[src/rtl/serial_subtractor_pkg.sv]
// Shared definitions for the bit-serial subtractor.
// Only the FSM state encodings live here.
package serial_subtractor_pkg;

   typedef enum logic [1:0] {
      SS_IDLE = 2'd0,
      SS_RUN  = 2'd1,
      SS_DONE = 2'd2
   } ss_state_e;

endpackage

[src/rtl/full_adder.sv]
// Single-bit full adder; the one arithmetic cell the serial subtractor reuses every cycle.
module full_adder (
   input  logic A,
   input  logic B,
   input  logic C,
   output logic sum,
   output logic carry
);

   assign sum   = A ^ B ^ C;
   assign carry = (A & B) | (C & (A ^ B));

endmodule

[src/rtl/serial_subtractor.sv]
// Bit-serial A - B: one result bit per clock through a single full adder (A + ~B + 1).
// A start/done handshake frames each operation; results hold until the next run.
module serial_subtractor
   import serial_subtractor_pkg::*;
#(
   parameter int unsigned SUB_WIDTH = 32
) (
   input  logic                 clk,
   input  logic                 reset,
   input  logic                 start,
   input  logic [SUB_WIDTH-1:0] A,
   input  logic [SUB_WIDTH-1:0] B,
   output logic [SUB_WIDTH-1:0] diff,
   output logic                 borrow,
   output logic                 overflow,
   output logic                 busy,
   output logic                 done
);

   localparam int unsigned     CntW    = $clog2(SUB_WIDTH);
   localparam logic [CntW-1:0] CntMsb  = CntW'(SUB_WIDTH - 2);
   localparam logic [CntW-1:0] CntLast = CntW'(SUB_WIDTH - 1);

   ss_state_e            r_state;
   ss_state_e            w_next_state;
   logic [SUB_WIDTH-1:0] r_a_sh;
   logic [SUB_WIDTH-1:0] r_b_sh;
   logic [SUB_WIDTH-1:0] r_diff;
   logic [CntW-1:0]      r_cnt;
   logic                 r_carry;
   logic                 r_c_msb_in;
   logic                 r_borrow;
   logic                 r_overflow;
   logic                 w_accept;
   logic                 w_last;
   logic                 w_b_inv;
   logic                 w_fa_sum;
   logic                 w_fa_carry;

   assign w_accept = start && ((r_state == SS_IDLE) || (r_state == SS_DONE));
   assign w_last   = (r_cnt == CntLast);
   assign w_b_inv  = ~r_b_sh[0];

   full_adder u_full_adder (
      .A     (r_a_sh[0]),
      .B     (w_b_inv),
      .C     (r_carry),
      .sum   (w_fa_sum),
      .carry (w_fa_carry)
   );

   always_ff @(posedge clk) begin
      if (reset) begin
         r_state <= SS_IDLE;
      end else begin
         r_state <= w_next_state;
      end
   end

   always_comb begin
      w_next_state = r_state;
      unique case (r_state)
         SS_IDLE: if (start) w_next_state = SS_RUN;
         SS_RUN:  if (w_last) w_next_state = SS_DONE;
         SS_DONE: w_next_state = start ? SS_RUN : SS_IDLE;
         default: w_next_state = SS_IDLE;
      endcase
   end

   always_comb begin
      busy = (r_state == SS_RUN);
      done = (r_state == SS_DONE);
   end

   always_ff @(posedge clk) begin
      if (reset) begin
         r_a_sh     <= '0;
         r_b_sh     <= '0;
         r_diff     <= '0;
         r_cnt      <= '0;
         r_carry    <= 1'b0;
         r_c_msb_in <= 1'b0;
         r_borrow   <= 1'b0;
         r_overflow <= 1'b0;
      end else if (w_accept) begin
         r_a_sh  <= A;
         r_b_sh  <= B;
         r_diff  <= '0;
         r_cnt   <= '0;
         r_carry <= 1'b1;
      end else if (r_state == SS_RUN) begin
         r_diff  <= {w_fa_sum, r_diff[SUB_WIDTH-1:1]};
         r_a_sh  <= r_a_sh >> 1;
         r_b_sh  <= r_b_sh >> 1;
         r_carry <= w_fa_carry;
         r_cnt   <= r_cnt + CntW'(1);
         // Carry leaving bit W-2 is the carry into the sign bit.
         if (r_cnt == CntMsb) begin
            r_c_msb_in <= w_fa_carry;
         end
         if (w_last) begin
            r_borrow   <= ~w_fa_carry;
            r_overflow <= r_c_msb_in ^ w_fa_carry;
         end
      end
   end

   assign diff     = r_diff;
   assign borrow   = r_borrow;
   assign overflow = r_overflow;

endmodule
[config.mk]
export PLATFORM = sky130hd
export DESIGN_NAME = serial_subtractor
export DESIGN_NICKNAME = d
export VERILOG_FILES = /design/src/rtl/serial_subtractor_pkg.sv /design/src/rtl/full_adder.sv /design/src/rtl/serial_subtractor.sv
export SDC_FILE = /design/constraint.sdc
export NUM_CORES = 1
export LEC_CHECK = 0
export ABC_AREA = 1
export CORE_MARGIN = 5
export CORE_UTILIZATION = 55
export DETAILED_ROUTE_END_ITERATION = 16
export HOLD_SLACK_MARGIN = 0.12
export PLACE_DENSITY = 0.85
export SLEW_MARGIN = 20
export SYNTH_ARGS = -nofsm -noshare
export SYNTH_HDL_FRONTEND = slang
export SYNTH_SLANG_ARGS = --single-unit
[constraint.sdc]
create_clock -name clk -period 3.1 [get_ports clk]
set_clock_uncertainty 0.15 [all_clocks]
set_input_delay 0.465 -clock clk [delete_from_list [all_inputs] [get_ports clk]]
set_output_delay 0.465 -clock clk [all_outputs]
set_load 0.05 [all_outputs]
### After elaboration in Yosys (flattened, before gate mapping)

Index checks and enable logic that the tools add are counted.

| word-level totals | value |
|---|---|
| input port bits | 67 |
| register bits | 107 |
| word-level logic and storage cells | 43 |
| output and inout bits | 36 |

| operators by class | value |
|---|---|
| $add $sub $neg | 1 |
| multiplexer cells | 10 |
| equal/unequal tests | 6 |
| reduce and logical (&&, ||, !) cells | 8 |
| bitwise operators | 9 |

Operators with widths:

| kind | number |
|---|---|
| $mux 32 | 4 |
| $eq 5x5->1 const B | 2 |
| $pmux 2 s3 | 1 |
| $reduce_and 3->1 | 2 |
| $add 5x1->5 const B | 1 |
| $mux 2 | 2 |
| $mux 1 | 3 |
| $not 1->1 | 3 |
| $xor 1x1->1 | 3 |
| $and 1x1->1 | 2 |
| $eq 2x1->1 const B | 1 |
| $eq 2x2->1 const B | 1 |
| $logic_not 2->1 | 1 |
| $ne 2x1->1 const B | 1 |
| $ne 2x2->1 const B | 1 |
| $reduce_and 2->1 | 1 |
| $reduce_bool 2->1 | 1 |
| $reduce_or 2->1 | 1 |
| $logic_and 1x1->1 | 1 |
| $logic_or 1x1->1 | 1 |
| $or 1x1->1 | 1 |

### Depth between registers and ports, before layout

Gate-level depths: netlist of run 1.

| logic depth | value |
|---|---|
| depth after elaboration | 6 |
| mapped depth | 10 |
| depth with buffers taken out | 10 |

### By module

A second synthesis of run 1 with hierarchy kept.

| unflattened totals | value |
|---|---|
| cells, all modules | 753 |
| area, all modules | 4873.4 µm² |

Modules (own cells, without submodules):

| module | seq. area each (µm²) | times used | cells each | area each (µm²) |
|---|---|---|---|---|
| serial_subtractor | 2142.1 | 1 | 752 | 4853.4 |
| full_adder | 0.0 | 1 | 1 | 20.0 |

### Worst setup path after synthesis of run 1

OpenSTA, ideal clock, no wires.

| timing path | value |
|---|---|
| path kind | flip-flop to output port |
| start | register r_state[0] |
| end | output port done |
| cell stages (with the launch flop) | 4 |
| arrival time | 1329 ps |
| path buffers | 2 |
| slack | 1156 ps |
| required time | 2485 ps |
| path through | dfxtp_1 > buf_2 > buf_2 > nor2_1 |

| between the ends | value |
|---|---|
| cells in the longest elaborated chain, start to end | 1 |

RTL lines:

| what | line | source |
|---|---|---|
| start: declaration | serial_subtractor.sv:24 | `ss_state_e r_state;` |
| start signal: assignment | serial_subtractor.sv:56 | `r_state <= w_next_state;` |
| $eq 2x2->1 | serial_subtractor.sv:72 | `done = (r_state == SS_DONE);` |
| end: declaration | serial_subtractor.sv:17 | `output logic done` |

Every way passes these cells.

### Worst setup path after layout of run 1

| timing path | value |
|---|---|
| start | register r_state[0] |
| end | output port busy |

| between the ends | value |
|---|---|
| cells in the longest elaborated chain, start to end | 1 |

RTL lines:

| what | line | source |
|---|---|---|
| $eq 2x1->1 | serial_subtractor.sv:71 | `busy = (r_state == SS_RUN);` |
| end: declaration | serial_subtractor.sv:16 | `output logic busy,` |

Every way passes these cells.

==> results.md, run 1 <==
* Status: completed
* Initial antenna violation count at 0
* Site row count at 34
* Filler cells at 765
* CTS Buf Count at 9
* EDFF count, synth at 0
* Total congestion overflow at 0
* CP max-delay cell: dfxtp_1
* Least-Margin Pin Slew at 928 ps
* Worst Path Required at 2480 ps
* Post-cts sizing count at 0
* Type of origin of the critical path: register
* Area Overhead vs Synth at 24.6%
* Minimum clock period at 2760 ps
* Post-DP HPWL at 7620 um
* Yosys reg bits at 107
* Mapped cell area at 4900 um^2
* Hold path cells at 2
* Sequential area share after synthesis at 43.7%
* Top cells by count, synth: nand2_1, inv_1, dfxtp_1
* Final hold viol count at 0
* Initial DRT Pass Iterations at 5
* Clock sinks at 107
* Mapped Cells at 757
* Total Wirelength at 11400 um
* Initial core utilization at 56.2%
* Hold buffers post-CTS at 0
* GRT Total Usage at 20.3%
* Post-synth top area share at 43.7%
* Total power draw at 2.75 mW
* Die area at 10900 um^2
* First-pass GRT wire length at 19200 um
* Critical path endpoint category: primary output
* DR vias at 4675
* Vias per cell at 4.95
* # nets final at 904
* Vias in the first global route at 4289
* Min-Delay Path Class: register to register
* CTS tree: done
* Synth area leader: dfxtp_1
* Avg WL per Cell at 12.0 um
* Yosys warnings at 0
* # IOs at 103
* Number of max-cap violations at 0
* Number of setup buffers added after CTS at 0
* IO buf count at 102
* Ranking of synthesized cells by area: dfxtp_1, nand2_1, inv_1
* TNS Setup at 0 ps
* Avg Cell Area, Syn at 6.48 um^2
* R2R depth at 6
* Die W at 104 um
* Unrepaired setup endpoints after global routing: no
* Setup violations, final at 0
* Max Root-Sink Buffers at 2
* Diode count at 0
* Final period utilization at 89.1%
* Net Count, Synth at 828
* Slowest stage delay, CP at 820 ps
* Critical path, cell by cell: buf_4 -> inv_2 -> nor2_2 -> buf_4 -> buf_12
* CP max FO at 20
* Die Span Y at 104 um
* Pwr dens at 450 nW/um^2
* Fraction of layout cells with a size suffix above 1 at 3.82%
* Clk Latency, worst-skew pair at 360 ps
* Peak Freq at 362 MHz
* Setup ws final at 339 ps
* WS Path Type: register to primary output
* Crit path top cell by count: buf_4
* Most common cell in the synthesized netlist: nand2_1
* Clock transition at path regs at 100 ps
* Async SR Flop Fraction at 0%
* CP Data Arrival Time at 2150 ps
* Largest net degree at the start of global routing at 65
* Routability congestion estimate at 0.772
* Htree depth at 3
* Dpl ws at 604 ps
* Maximum vdd drop at 295 uV
* Max-slew headroom at 38.1%
* Primary FF master, synth: dfxtp_1
* Core area at 8720 um^2
* Synth unique cells at 18
* Antenna Nets Post-Route at 0
* CTS Root Buffer Type: clkbuf_8
* Final hold slack at 334 ps
* Initial DRC count at 209
* # DRC at 0
* Leak Pwr at 2.79 nW
* Slew Limit Fails at 0
layout make-up:
type                    instances  area (um^2)  area share [%]
flip-flops and latches        107         2140            35.1
multi-input cells             490         2120            34.8
repair buffers                112         1110            18.1
inverters                     113          424            6.95
well taps                     108          135            2.21
clock buffers                   9          124            2.03
clock inverters                 6         51.3           0.840
placed cells by master, fill, tap and decap left out, types with 2 or more instances in the layout:
cell type,count
a21oi_1,67
ha_1,3
dfxtp_1,107
buf_4,10
nor2_1,82
clkdlybuf4s50_1,101
inv_1,111
clkbuf_8,9
inv_6,2
nand2_1,226
clkinv_4,3
inv_2,2
nor2_2,2
nand3_1,68
o21ai_0,36
through the flow:
| step | std cells | util [%] | area, um^2 |
|---|---|---|---|
| 3_3_place_gp | 930 | 68.0 | 5930 |
| 5_1_grt | 945 | 70.0 | 6110 |
| 6_report | 945 | 70.0 | 6110 |
| 3_5_place_dp | 930 | 68.0 | 5930 |
| 4_1_cts | 945 | 70.0 | 6110 |
| 2_1_floorplan | 757 | - | 4900 |
path summary, 6_finish.rpt:
check | slack [ps] | start | to
min | 330 | diff[23]$_SDFFE_PP0P_ | diff[22]$_SDFFE_PP0P_
max | 340 | r_state[0]$_SDFFE_PP0P_ | busy
max reg2reg | 630 | r_state[0]$_SDFFE_PP0P_ | r_a_sh[29]$_SDFFE_PP0P_
min reg2reg | 330 | diff[23]$_SDFFE_PP0P_ | diff[22]$_SDFFE_PP0P_
registers in the layout (all words and copies together) (netlist names):
register and count:
r_state 2, r_cnt 5, r_a_sh 32, borrow 1, diff 32, r_b_sh 32, r_c_msb_in 1, overflow 1
r_carry 1
cell families after synthesis:
family | synth area share (%)
AND/OR/NAND/NOR | 31.0
buffers and inverters | 13.2
flip-flops | 43.7
AO/OA/AOI/OAI | 10.7
adder cells (fa/ha/maj) | 1.17
XOR/XNOR | 0.179
where the power goes:
part / internal, mW / switching [mW] / leakage, nW
Clock: 0.298 / 0.472 / 0.0863
Sequential: 1.46 / 0.0506 / 0.877
Combinational: 0.196 / 0.271 / 1.82
metal layers:
metal	global-route usage, %	wire, um	vias to the layer above
met5	0	0	-
met1	26.2	5210	2074
met3	4.66	613	21
met4	6.11	184	0
li1	-	-	2449
met2	33.7	5380	131
critical path, delay by kind of cell (launching register included):
kind | cells | cell delay, ps
simple gates | 1 | 110
buf+inv | 4 | 860
flops | 1 | 820
Power figures use the tool's default switching activity.
==> run 2: changes to the inputs <==
--- a/config.mk
+++ b/config.mk
@@ -7,11 +7,11 @@
 export LEC_CHECK = 0
 export ABC_AREA = 1
 export CORE_MARGIN = 5
-export CORE_UTILIZATION = 55
+export CORE_UTILIZATION = 51
 export DETAILED_ROUTE_END_ITERATION = 16
 export HOLD_SLACK_MARGIN = 0.12
-export PLACE_DENSITY = 0.85
-export SLEW_MARGIN = 20
+export PLACE_DENSITY = 0.8
+export SLEW_MARGIN = 0
 export SYNTH_ARGS = -nofsm -noshare
 export SYNTH_HDL_FRONTEND = slang
 export SYNTH_SLANG_ARGS = --single-unit
==> constraint.sdc (replaced) <==
create_clock -name clk -period 2.85 [get_ports clk]
set_clock_uncertainty 0.15 [all_clocks]
set_input_delay 0.4275 -clock clk [delete_from_list [all_inputs] [get_ports clk]]
set_output_delay 0.4275 -clock clk [all_outputs]
set_load 0.05 [all_outputs]
==> run 2 against run 1 <==
Net effect:
- first-iteration DRC count up 70%
- combinational power up 9.0%
- hold slack worse by 2.6 ps
- global-route usage down 0.81 points
- clock power up 13%
- sequential power up 9%
- critical path depth down 3
- core utilization down 4.0 points
- sequential cell count unchanged
- via count down 0.56%
- non-clock buffer count up 2
- critical path type unchanged
- highest routed layer unchanged
==> results.md, run 2 (synthesis gave the netlist of run 1 again) <==
* Area Overhead vs Synth at 25.6%
* Final period utilization at 89.3%
* Commonest non-fill, non-tap cell in the layout: nand2_1
* WS Path Type: register to primary output
* Total congestion overflow at 0
* Die Span Y at 108 um
* Max-slew headroom at 34.4%
* Most frequent cells in the layout: nand2_1, inv_1, dfxtp_1
* Total Wirelength at 11200 um
* Maximum vdd drop at 218 uV
* Least-Margin Pin Slew at 983 ps
* Pwr dens at 491 nW/um^2
* Setup violations, final at 0
* Launching point of the worst reg2reg path: r_state[0]$_SDFFE_PP0P_
* Antenna Nets Post-Route at 0
* Clk Latency, worst-skew pair at 360 ps
* # DRC at 0
* Hold buffers post-CTS at 0
* R2R depth at 7
* Min-Delay Path Class: register to register
* Vias per cell at 4.80
* TNS Setup at 0 ps
* Clock transition at path regs at 100 ps
* # nets final at 906
* CP Buf/Inv Count at 1
* GRT Total Usage at 19.5%
* CP max FO at 15
* Die W at 108 um
* Initial antenna violation count at 0
* Leak Pwr at 2.80 nW
* Clock sinks at 107
* Post-DP HPWL at 7490 um
* Unrepaired setup endpoints after global routing: no
* CP max-delay cell: clkdlybuf4s50_1
* Critical path endpoint category: primary output
* Critical path depth in cells at 2
* Type of origin of the critical path: register
* Minimum clock period at 2540 ps
* Hold path cells at 2
* Total power draw at 3.02 mW
* DR vias at 4649
* Slowest stage delay, CP at 740 ps
* Initial DRT Pass Iterations at 4
* Htree depth at 3
* Worst Path Required at 2270 ps
* Clock network power share at 28.8%
* Filler cells at 840
* IO buf count at 102
* Number of max-cap violations at 0
* CTS Buf Count at 9
* Sw frac at 28.6%
* Final hold viol count at 0
* Vias in the first global route at 4444
* Number of setup buffers added after CTS at 0
* Die area at 11700 um^2
* Max Root-Sink Buffers at 2
* First-pass GRT wire length at 19000 um
* Status: completed
* Largest net degree at the start of global routing at 58
* # IOs at 103
* Flop pwr share at 54.3%
* CP Data Arrival Time at 1970 ps
* CP top delay family: buffers and inverters
* Critical path, cell by cell: nor2_1 -> clkdlybuf4s50_1
* P_int at 2.16 mW
* Initial DRC count at 356
* Site row count at 35
* Fraction of layout cells with a size suffix above 1 at 4.17%
* Diode count at 0
* Worst reg2reg endpoint: r_a_sh[3]$_SDFFE_PP0P_
* CTS Root Buffer Type: clkbuf_8
* Setup crit start: r_state[0]$_SDFFE_PP0P_
* Post-cts sizing count at 0
* Initial core utilization at 52.6%
* CTS tree: done
* Peak Freq at 393 MHz
* Worst Setup EP: done
* Reg2reg setup slack at 570 ps
* Avg WL per Cell at 11.5 um
* Slew Limit Fails at 0
* Core area at 9330 um^2
* Gate power share at 16.8%
* NetSw at 865 uW
* Routability congestion estimate at 0.769
-- run 2: worst min-delay path by stage --
stage	startpoint	endpoint
after global routing	r_b_sh[13]$_SDFFE_PP0P_	r_b_sh[13]$_SDFFE_PP0P_
after global placement	r_a_sh[11]$_SDFFE_PP0P_	r_a_sh[10]$_SDFFE_PP0P_
after floorplan	r_a_sh[11]$_SDFFE_PP0P_	r_a_sh[10]$_SDFFE_PP0P_
after detailed placement	diff[6]$_SDFFE_PP0P_	diff[5]$_SDFFE_PP0P_
final	diff[21]$_SDFFE_PP0P_	diff[20]$_SDFFE_PP0P_
after CTS	diff[2]$_SDFFE_PP0P_	diff[1]$_SDFFE_PP0P_
-- run 2: power groups by stage --
stage / combinational, mW / clock (mW) / sequential [mW]
finish: 0.509 / 0.870 / 1.64
global route: 0.582 / 0.966 / 1.65
CTS: 0.513 / 0.897 / 1.64
detailed placement: 0.509 / 0 / 1.67
global placement: 0.497 / 0 / 1.67
floorplan: 0.349 / 0 / 1.66
-- run 2: routing by layer --
| metal | GRT usage, % | routed length [um] | vias up |
|---|---|---|---|
| li1 | - | - | 2453 |
| met1 | 23.8 | 5090 | 2084 |
| met2 | 34.5 | 5370 | 102 |
| met3 | 4.60 | 621 | 10 |
| met4 | 4.96 | 110 | 0 |
| met5 | 0 | 0 | - |
-- run 2: final cells by class --
class                   instances  area [um^2]  share of cell area [%]
flip-flops and latches        107         2140                    34.8
multi-input cells             490         2120                    34.5
repair buffers                114         1120                    18.2
inverters                     113          424                    6.89
well taps                     129          161                    2.62
clock buffers                  10          138                    2.24
clock inverters                 6         47.5                   0.772
-- run 2: worst register-to-register path, delay by kind of cell, from the launching register on --
kind	cells	cell delay, ps
AND/OR/NAND/NOR	5	750
flip-flops	1	710
buffers and inverters	2	580
-- run 2: through the flow --
step | area [um^2] | hold WS [ps] | util (%) | cells | setup WS (ps)
after CTS | 6160 | 339 | 66.0 | 969 | 326
after detailed placement | 5970 | 322 | 64.0 | 953 | 464
after global placement | 5970 | 310 | 64.0 | 953 | 528
after floorplan | 4900 | 305 | - | 757 | 944
final | 6160 | 331 | 66.0 | 969 | 305
after global routing | 6160 | 359 | 66.0 | 969 | 254
==> RTL change: new RTL, config.mk and constraints of run 2 <==
Put one more register stage on the output `diff`, cleared by the reset. The value now appears one clock later. The other outputs are not delayed to match.
--- a/src/rtl/serial_subtractor.sv
+++ b/src/rtl/serial_subtractor.sv
@@ -106,5 +106,11 @@
    end
 
-   assign diff     = r_diff;
+   always_ff @(posedge clk) begin
+      if (reset) begin
+         diff <= '0;
+      end else begin
+         diff <= r_diff;
+      end
+   end
    assign borrow   = r_borrow;
    assign overflow = r_overflow;
Formal check against the unedited RTL: not equivalent (Yosys sat finds a counterexample within 4 cycles, from zero or initial values and one cycle with reset high).
==> RTL change against run 2 <==
Die area grew 16%; largest cell class unchanged; design area up 20%; synthesized cell count up 8.9%; routed wire length is 10% higher; power grew 65%; sequential cell count increased by 32; worst hold slack worse by 38 ps; area after synthesis grew 17%; setup slack better by 91 ps; highest routed layer unchanged.
==> RTL change: results (changes against run 2) <==
Run status
  – Status: completed

Synthesis
  – Commonest cells post-synth: nand2_1, inv_1, dfxtp_1, nor2_1, nand3_1
  – Register area share after synthesis: 0.483 (+0.0465)
  – Post-synthesis cell count: 824 (+8.9%)
  – Post-synthesis cell type count: 24 (+6)
  – Top cells by area, synth: dfxtp_1, nand2_1, inv_1

Route
  – M1 wire length: 5.72 mm (+12%)
  – Met3 wire len: 666 µm (+7.2%)
  – Via density: 4.77 (-0.49%)
  – DR pass1 iterations: 5 (+1)
  – Met2 WL: 5.72 mm (+6.5%)
  – Vias: 5056 (+8.8%)
  – 1st-iter DRT viols: 448 (+26%)
  – Routed wire length: 12.3 mm (+10%)

Setup path
  – Max FO, Critical Path: 3 (-12)
  – Worst path max stage delay: 830 ps (+90 ps)

Finish
  – Fin nets: 977 (+7.8%)
  – Share of layout cells above drive strength 1: 0.0544 (+0.0127)
  – Fillers: 917 (+9.2%)

Global routing
  – Total track usage: 0.190 (-0.00531)
  – GRT met3 Usage: 0.0560 (+0.00999)
  – GRT met1 Usage: 0.247 (+0.00898)
  – Largest net degree at the start of global routing: 93 (+60%)
  – GRT met2 Usage: 0.298 (-0.0468)

Place
  – Post-Place Cells: 1027 (+7.8%)
  – Placer Congestion: 0.774 (+0.74%)
  – HPWL after DPL: 7.72 mm (+3.1%)

Clocking
  – Clk Latency, worst-skew pair: 410 ps (+50 ps)
  – CTS H-tree lvls: 4 (+1)
  – Inserted Clock Buffers: 17 (+8)
  – Clock transition at path regs: 60 ps (-40 ps)

Pwr
  – Peak VDD IR: 0.408 mV (+88%)

STA
  – Rel. slew slack: 0.570 (+0.226)
RTL change: cell types whose count changed after synthesis, moves of 3 or more:
| cell | delta |
|---|---|
| buf_2 | -9 |
| buf_4 | +4 |
| buf_6 | +3 |
| dfxtp_1 | +32 |
| inv_1 | +31 |
| nand2_1 | -63 |
| nor2_1 | +29 |
| o21ai_0 | +28 |
| o21ai_1 | +3 |
RTL change: area by class of cell:
| class | instances | share of cell area |
|---|---|---|
| repair buffers | 112 | 0.152 |
| clock buffers | 21 | 0.0635 |
| inverters | 145 | 0.0735 |
| flip-flops and latches | 139 | 0.376 |
| well taps | 140 | 0.0236 |
| clock inverters | 11 | 0.0182 |
| multi-input cells | 491 | 0.293 |
RTL change: worst paths after layout:
path	startpoint	depth (start not counted)	end	slack [ps]
min reg2reg	r_diff[3]	2	diff[3]	290
min	r_diff[3]	2	diff[3]	290
max reg2reg	r_state[0]	7	r_a_sh[10]	690
max	r_state[1]	3	done	400
RTL change: cells by family after synthesis:
| logic type | synth area share |
|---|---|
| simple gates | 0.247 |
| buf+inv | 0.140 |
| flops | 0.483 |
| compound gates | 0.118 |
| fa+ha+maj | 0.0100 |
| xor+xnor | 0.00152 |
RTL change: tightest hold or removal path, stage by stage, from the launching register on:
cell and delay (ps):
dfxtp_1 300, inv_1 60, nor2_1 40
RTL change: stage by stage:
stage / instance area, µm² / setup slack [ps] / utilization
6_report: 7410 / 396 / 0.677
4_1_cts: 7410 / 372 / 0.677
3_3_place_gp: 6800 / 665 / 0.622
5_1_grt: 7410 / 343 / 0.677
2_1_floorplan: 5760 / 940 / -
3_5_place_dp: 6800 / 646 / 0.622
RTL change: power by group:
group	switching, µW	total [µW]	internal [µW]
logic	387	646	259
registers	62.9	2140	2080
clock network	843	2210	1370
